--- config.mk ---
export PLATFORM = sky130hd
export DESIGN_NAME = seq_mult16
export DESIGN_NICKNAME = d
export VERILOG_FILES = /design/src/rtl/seq_mult16.sv
export SDC_FILE = /design/constraint.sdc
export NUM_CORES = 1
export LEC_CHECK = 0
export ABC_AREA = 0
export BUFFER_PORTS_ARGS = -buffer_cell sky130_fd_sc_hd__buf_4
export CAP_MARGIN = 0
export CELL_PAD_IN_SITES_DETAIL_PLACEMENT = 2
export CELL_PAD_IN_SITES_GLOBAL_PLACEMENT = 2
export CORE_UTILIZATION = 36
export CTS_CLUSTER_DIAMETER = 60
export DETAILED_ROUTE_END_ITERATION = 6
export PLACE_DENSITY_LB_ADDON = 0.1
export SLEW_MARGIN = 5
export SYNTH_ARGS = -nofsm -noshare
export SYNTH_HDL_FRONTEND = slang
export SYNTH_SLANG_ARGS = --single-unit
--- constraint.sdc ---
create_clock -name clk -period 4.35 [get_ports clk]
set_input_delay 0.6525 -clock clk [delete_from_list [all_inputs] [get_ports clk]]
set_output_delay 0.6525 -clock clk [all_outputs]
set_load 0.005 [all_outputs]
--- src/rtl/seq_mult16.sv ---
// -----------------------------------------------------------------------------
// seq_mult16 -- 16x16 sequential shift-add multiplier, signed or unsigned.
//
// Fixed latency: the operation is accepted on a start edge in IDLE, runs 16
// shift-add steps in RUN, applies the result sign in FIX and pulses done for
// one cycle in DONE. That is 19 cycles from one accept to the next when start
// is held high.
//
// Ports
//   clk     in   1  rising-edge clock
//   rst     in   1  asynchronous active-high reset
//   start   in   1  begin a multiply (accepted only in IDLE)
//   A       in  16  multiplicand, captured on accept
//   B       in  16  multiplier, captured on accept
//   sign    in   1  1 = two's-complement operands, 0 = unsigned
//   busy    out  1  high in RUN and FIX
//   done    out  1  one-cycle pulse, prod/ovflow valid
//   prod    out 32  product, held until the next FIX
//   ovflow  out  1  product does not fit the 16-bit result format
//
// Configuration
//   SEQ_MULT16_OVFLOW_EN  defined: ovflow detection is built.
//                         undefined: ovflow is tied to 0.
// -----------------------------------------------------------------------------
module seq_mult16 (
    input  logic        clk,
    input  logic        rst,
    input  logic        start,
    input  logic [15:0] A,
    input  logic [15:0] B,
    input  logic        sign,
    output logic        busy,
    output logic        done,
    output logic [31:0] prod,
    output logic        ovflow
);

    localparam logic [1:0] ST_IDLE = 2'd0;
    localparam logic [1:0] ST_RUN  = 2'd1;
    localparam logic [1:0] ST_FIX  = 2'd2;
    localparam logic [1:0] ST_DONE = 2'd3;

    logic [1:0]  state_q,  state_d;
    logic [3:0]  cnt_q,    cnt_d;
    logic [15:0] mcand_q,  mcand_d;
    logic [15:0] mplier_q, mplier_d;
    // acc[32:16] is the running upper partial product including the carry;
    // the product's low bits enter at acc[15] as the accumulator shifts right.
    logic [32:0] acc_q,    acc_d;
    logic        res_neg_q, res_neg_d;
    logic [31:0] prod_q,   prod_d;

    logic [16:0] add_sum;
    logic [31:0] mag;

`ifdef SEQ_MULT16_OVFLOW_EN
    logic        sign_q,   sign_d;
    logic        ovflow_q, ovflow_d;
`endif

    // Upper partial product plus the multiplicand when the current multiplier
    // bit is set. acc[32] is always 0 entering a step, so 17 bits hold the sum.
    assign add_sum = acc_q[32:16] + {1'b0, (mplier_q[0] ? mcand_q : 16'h0000)};
    assign mag     = acc_q[31:0];

    always_comb begin
        // NOTE: every variable gets its hold value first so no path through the
        // case statement can leave one unassigned and infer a latch.
        state_d   = state_q;
        cnt_d     = cnt_q;
        mcand_d   = mcand_q;
        mplier_d  = mplier_q;
        acc_d     = acc_q;
        res_neg_d = res_neg_q;
        prod_d    = prod_q;
`ifdef SEQ_MULT16_OVFLOW_EN
        sign_d    = sign_q;
        ovflow_d  = ovflow_q;
`endif

        case (state_q)
            ST_IDLE: begin
                if (start) begin
                    if (sign) begin
                        // Negating 0x8000 in 16 bits gives 0x8000 again, which
                        // is the correct magnitude when read as unsigned.
                        mcand_d   = A[15] ? (~A + 16'd1) : A;
                        mplier_d  = B[15] ? (~B + 16'd1) : B;
                        res_neg_d = A[15] ^ B[15];
                    end else begin
                        mcand_d   = A;
                        mplier_d  = B;
                        res_neg_d = 1'b0;
                    end
`ifdef SEQ_MULT16_OVFLOW_EN
                    sign_d    = sign;
`endif
                    acc_d     = 33'd0;
                    cnt_d     = 4'd0;
                    state_d   = ST_RUN;
                end
            end

            ST_RUN: begin
                acc_d    = {1'b0, add_sum, acc_q[15:1]};
                mplier_d = {1'b0, mplier_q[15:1]};
                cnt_d    = cnt_q + 4'd1;
                if (cnt_q == 4'd15) begin
                    state_d = ST_FIX;
                end
            end

            ST_FIX: begin
                prod_d = res_neg_q ? (~mag + 32'd1) : mag;
`ifdef SEQ_MULT16_OVFLOW_EN
                if (sign_q) begin
                    // Fits in signed 16 bits only if bits 31..15 are a pure
                    // sign extension.
                    ovflow_d = !((prod_d[31:15] == 17'h00000) ||
                                 (prod_d[31:15] == 17'h1FFFF));
                end else begin
                    ovflow_d = (prod_d[31:16] != 16'h0000);
                end
`endif
                state_d = ST_DONE;
            end

            ST_DONE: begin
                state_d = ST_IDLE;
            end

            default: begin
                state_d = ST_IDLE;
            end
        endcase
    end

    // NOTE: state registers use non-blocking assignments so all flops update
    // together from values sampled before the edge. Every register, including
    // the operand and accumulator registers, is cleared by reset so a restart
    // never sees stale data.
    always_ff @(posedge clk or posedge rst) begin
        if (rst) begin
            state_q   <= ST_IDLE;
            cnt_q     <= 4'd0;
            mcand_q   <= 16'd0;
            mplier_q  <= 16'd0;
            acc_q     <= 33'd0;
            res_neg_q <= 1'b0;
            prod_q    <= 32'd0;
        end else begin
            state_q   <= state_d;
            cnt_q     <= cnt_d;
            mcand_q   <= mcand_d;
            mplier_q  <= mplier_d;
            acc_q     <= acc_d;
            res_neg_q <= res_neg_d;
            prod_q    <= prod_d;
        end
    end

`ifdef SEQ_MULT16_OVFLOW_EN
    always_ff @(posedge clk or posedge rst) begin
        if (rst) begin
            sign_q   <= 1'b0;
            ovflow_q <= 1'b0;
        end else begin
            sign_q   <= sign_d;
            ovflow_q <= ovflow_d;
        end
    end

    assign ovflow = ovflow_q;
`else
    assign ovflow = 1'b0;
`endif

    assign busy = (state_q == ST_RUN) || (state_q == ST_FIX);
    assign done = (state_q == ST_DONE);
    assign prod = prod_q;

endmodule

### Word level (Yosys, flattened, before mapping)

Index checks and enable logic that the tools add are counted.

| storage, ports and cells | value |
|---|---|
| word-level logic and storage cells | 44 |
| memories kept | 0 |
| register bits | 104 |
| bits in latches | 0 |
| memory bits (writable) | 0 |
| ROM bits | 0 |

| operators by class | value |
|---|---|
| shift-type cells | 0 |
| multipliers | 0 |
| magnitude comparators | 0 |
| equality and inequality tests | 6 |
| reductions and logical operators | 6 |
| add/sub/neg operators | 5 |
| div/mod/pow operators | 0 |
| mux-type cells | 16 |
| bitwise operators | 4 |

Operator list:

| operator | count |
|---|---|
| $mux W16 | 6 |
| $pmux W33 S2 | 1 |
| $mux W33 | 1 |
| $add A16 B1 Y16 const B | 2 |
| $add A32 B1 Y32 const B | 1 |
| $mux W32 | 1 |
| $not A16 Y16 | 2 |
| $not A32 Y32 | 1 |
| $pmux W16 S2 | 1 |
| $add A17 B16 Y17 | 1 |
| $pmux W2 S4 | 1 |
| $pmux W4 S2 | 1 |
| $reduce_and A2 Y1 | 3 |
| $add A4 B1 Y4 const B | 1 |
| $eq A2 B2 Y1 const B | 2 |
| $eq A4 B4 Y1 const B | 1 |
| $mux W2 | 2 |
| $mux W4 | 1 |
| $ne A2 B2 Y1 const B | 2 |
| $eq A2 B1 Y1 const B | 1 |
| $logic_not A2 Y1 | 1 |
| $reduce_bool A2 Y1 | 1 |
| $logic_or A1 B1 Y1 | 1 |
| $mux W1 | 1 |
| $xor A1 B1 Y1 | 1 |

### Depth between registers and ports, before layout

| depth | value |
|---|---|
| depth in word-level cells | 6 |
| gate-level depth with buffers | 11 |

### Worst setup path after synthesis

OpenSTA, ideal clock, no wires.

| timing path | value |
|---|---|
| kind | register to register |
| from | reg mplier_q[0] |
| to | reg acc_q[29] |
| cell stages (with the launch flop) | 12 |
| required time | 4234 ps |
| data arrival time | 2432 ps |
| slack | 1803 ps |
| setup time | 116 ps |
| buffers on the path | 1 |
| cell sequence | dfrtp_1 > clkbuf_1 > and2_1 > ha_1 > inv_1 > fa_1 > nor2b_1 > o31a_1 > a41oi_1 > a31oi_1 > nand3_1 > o311ai_0 |

| on the way | value |
|---|---|
| cells in the longest elaborated chain, start to end | 3 |

RTL lines:

| element | RTL line | source |
|---|---|---|
| start: declaration | 46 | `logic [15:0] mplier_q, mplier_d;` |
| start signal: assignment | 155 | `mplier_q <= mplier_d;` |
| $mux W16 | 63 | `assign add_sum = acc_q[32:16] + {1'b0, (mplier_q[0] ? mcand_q : 16'h0000)};` |
| $add A17 B16 Y17 | 63 |  |
| $pmux W33 S2 | 81 | `case (state_q)` |
| end signal: assignment | 148 | `acc_q <= 33'd0;` |
| end signal: assignment | 156 | `acc_q <= acc_d;` |
| end: declaration | 49 | `logic [32:0] acc_q, acc_d;` |

Every way passes these cells.
A chain may end at the register's enable or synchronous reset.

### Final worst setup path

Same ends and word-level chain as after synthesis.

==> summary.txt <==
CTS
  – # resized after CTS: 0
  – CTS root buf: clkbuf_16
  – Hold-fix buffers, CTS: 0
  – Reg clk slew, reported paths: 0.08 ns
  – CTS tree: built
  – Clk sinks: 103
  – Clock buffer depth: 2
  – Post-CTS setup buffers: 0
  – TritonCTS buffer count: 9
  – Worst-skew pair later-pin latency: 0.36 ns
  – H-tree levels: 3

Synthesis
  – Avg Cell Area, Syn: 8.984 sq um
  – Synth top area share: 42.13%
  – Synth top cells by count: dfrtp_1 (103), nand2_1 (74), a21oi_1 (68), o21ai_0 (66), nor2_1 (62)
  – Largest area contributor in the netlist: dfrtp_1
  – Yosys reg bits: 103
  – Mapped Area: 0.006118 sq mm
  – Main synth FF type: dfrtp_1
  – Sequential share of the synthesized area: 42.13%
  – Unique masters post-synth: 61
  – Mapped Cells: 681
  – Asr flop ratio synth: 100.0%
  – Net count after synthesis: 742
  – Area contributors post-synth: dfrtp_1 (42%), xor2_1 (6.2%), a21oi_1 (5.6%)
  – Yosys warnings: 0
  – Post-synth EDFFs: 0
  – Most frequent cell after synthesis: dfrtp_1

GRT
  – GR Layer Usage met3: 1.999%
  – Vias in the first global route: 5,562
  – Overflow after GRT: 0
  – Grt peak-use layer: met2
  – Met2 global-route usage: 35.26%
  – GR Util met1: 26.24%
  – Initial antenna violation count: 0
  – First-pass GRT wire length: 28.60 mm
  – Total Routing Usage GR: 20.19%
  – Largest net degree at the start of global routing: 65

Place
  – Post-DP HPWL: 12.67 mm
  – DP Cell Count: 944
  – Pre-CTS setup slack: 1.401 ns
  – PortBufs: 69
  – GPL Wtd Cong: 0.7987

Floorplan
  – Total core area: 0.01658 sq mm
  – Initial Utilization: 36.89%
  – FP Rows: 47
  – I/O Pins: 71
  – Die height: 132.4 microns
  – Die Area: 0.01752 sq mm
  – Die Width: 132.4 microns

Setup path
  – Max Fanout on Critical Path: 17
  – Critical Path Source Type: flip-flop
  – CP max-delay cell: dfrtp_1
  – Worst R2R Start: mplier_q[0]
  – CP Class: reg2reg
  – CP cell instances: and2_1, ha_1, inv_1, fa_1, nor2b_1, o31a_1, a41oi_1, a31oi_1, nand3_1, o311ai_0
  – Worst path bufs/invs: 1
  – CP required: 4.58 ns
  – Worst path max stage delay: 0.57 ns
  – Critical Path AT: 3.16 ns
  – CP Capture Type: flip-flop
  – Worst setup path start: mplier_q[0]
  – CP delay by family, top: compound AO/OA/AOI/OAI gates

Power and ir drop
  – P_leak: 3.168 nW
  – Power, Total: 5.266 mW
  – VDD IR max: 242.4 uV
  – Pwr Density: 737.7 mW/mm^2

Drt
  – Drt wl/cell: 17.72 microns
  – DR pass1 iterations: 4
  – WL final: 17.01 mm
  – Vias: 5,158
  – DRT iter0 DRCs: 145
  – DRC Markers: 0
  – Vias/cell: 5.373
  – Remaining antenna violation count: 0

STA
  – Hold_ws: 0.2005 ns
  – Slew HR: 18.35%
  – Worst slew pin tran: 1.212 ns
  – Achievable Freq: 341.5 MHz
  – Setup_tns: 0 ns
  – Crit path time final: 2.928 ns
  – Fin worst setup slack: 1.422 ns
  – Clock Skew: 0.01367 ns
  – RSZ-0062 raised after global routing: false
  – Final Hold Vio Count: 0
  – Max-slew violation count: 0
  – Final-report setup violation count: 0
  – Fin crit share: 67.31%

Status
  – Run status: finished, final reports clean

Cells and area
  – ANT cells: 0
  – Non-filler cells, final: 960
  – Area Growth Syn to Fin: 16.67%
  – NumNets Final: 796
  – Layout cells sized above 1: 15.41%

Run
  – Max-capacitance violation count: 0

Hold path
  – Worst hold path type: in2async
-- sequential cells by signal (all words and copies together), names as in the netlist --
register   cells
res_neg_q      1
prod          32
mplier_q      16
state_q        2
cnt_q          4
acc_q         32
mcand_q       16
-- power by group --
group          switching [mW]  internal [mW]
clock network           0.397          0.472
registers               0.357           1.37
logic                    1.59           1.07
total                    2.35           2.92
-- area by class of cell --
| class | instances | area [sq um] |
|---|---|---|
| clock inverter | 6 | 75.07 |
| clock buffer | 10 | 239.0 |
| timing repair buffer | 76 | 570.5 |
| tap | 220 | 275.3 |
| fill | 1840 | 9445 |
| inverter | 19 | 73.82 |
| sequential | 103 | 2577 |
| multi-input combinational | 526 | 3327 |
-- final timing paths --
check                              end  slack (ns)  cells past startpoint
setup / recovery             acc_q[29]        1.42                     10
hold / removal             mplier_q[8]        0.20                      2
setup reg to reg             acc_q[29]        1.42                     10
hold reg to reg             mcand_q[2]        0.47                      2
max in group asynchronous     prod[25]        3.20                      3
min in group clk            mcand_q[2]        0.47                      2
-- kinds of logic after synthesis --
family                   synth area share (%)
flip-flops                              42.13
multiplexers                           0.8385
other                                 0.06129
XOR/XNOR                                9.162
adder cells (fa/ha/maj)                 5.235
buffers and inverters                   3.722
AND/OR/NAND/NOR                         17.85
AO/OA/AOI/OAI                           21.00
-- cells in the final DEF (no fill, tap or decap), types with 18 or more instances in the layout --
cell type | Yosys | final
a21oi_1 | 68 | 68
and2_1 | 21 | 21
buf_4 | 2 | 76
dfrtp_1 | 103 | 103
ha_1 | 24 | 23
inv_1 | 19 | 18
nand2_1 | 74 | 74
nor2_1 | 62 | 62
o21ai_0 | 66 | 66
xnor2_1 | 21 | 21
xor2_1 | 43 | 43
-- metal layers --
metal  wire, microns  share of wire [%]
met1            8058                 47
met2            8343                 49
met3             375                2.2
met4             235                1.4
met5               0                  0
-- worst register-to-register path: stages (launching register included) --
cell      delay [ns]
dfrtp_1         0.57
and2_1          0.19
ha_1            0.16
inv_1           0.06
fa_1            0.39
nor2b_1         0.17
o31a_1          0.19
a41oi_1         0.21
a31oi_1         0.44
nand3_1         0.12
o311ai_0        0.30
-- per-stage QoR --
step | area (sq um) | utilization, %
after floorplan | 6118 | -
after global placement | 6824 | 41.15
after detailed placement | 6824 | 41.15
after CTS | 7138 | 43.04
after global routing | 7138 | 43.04
final | 7138 | 43.04
Power figures use the tool's default switching activity.
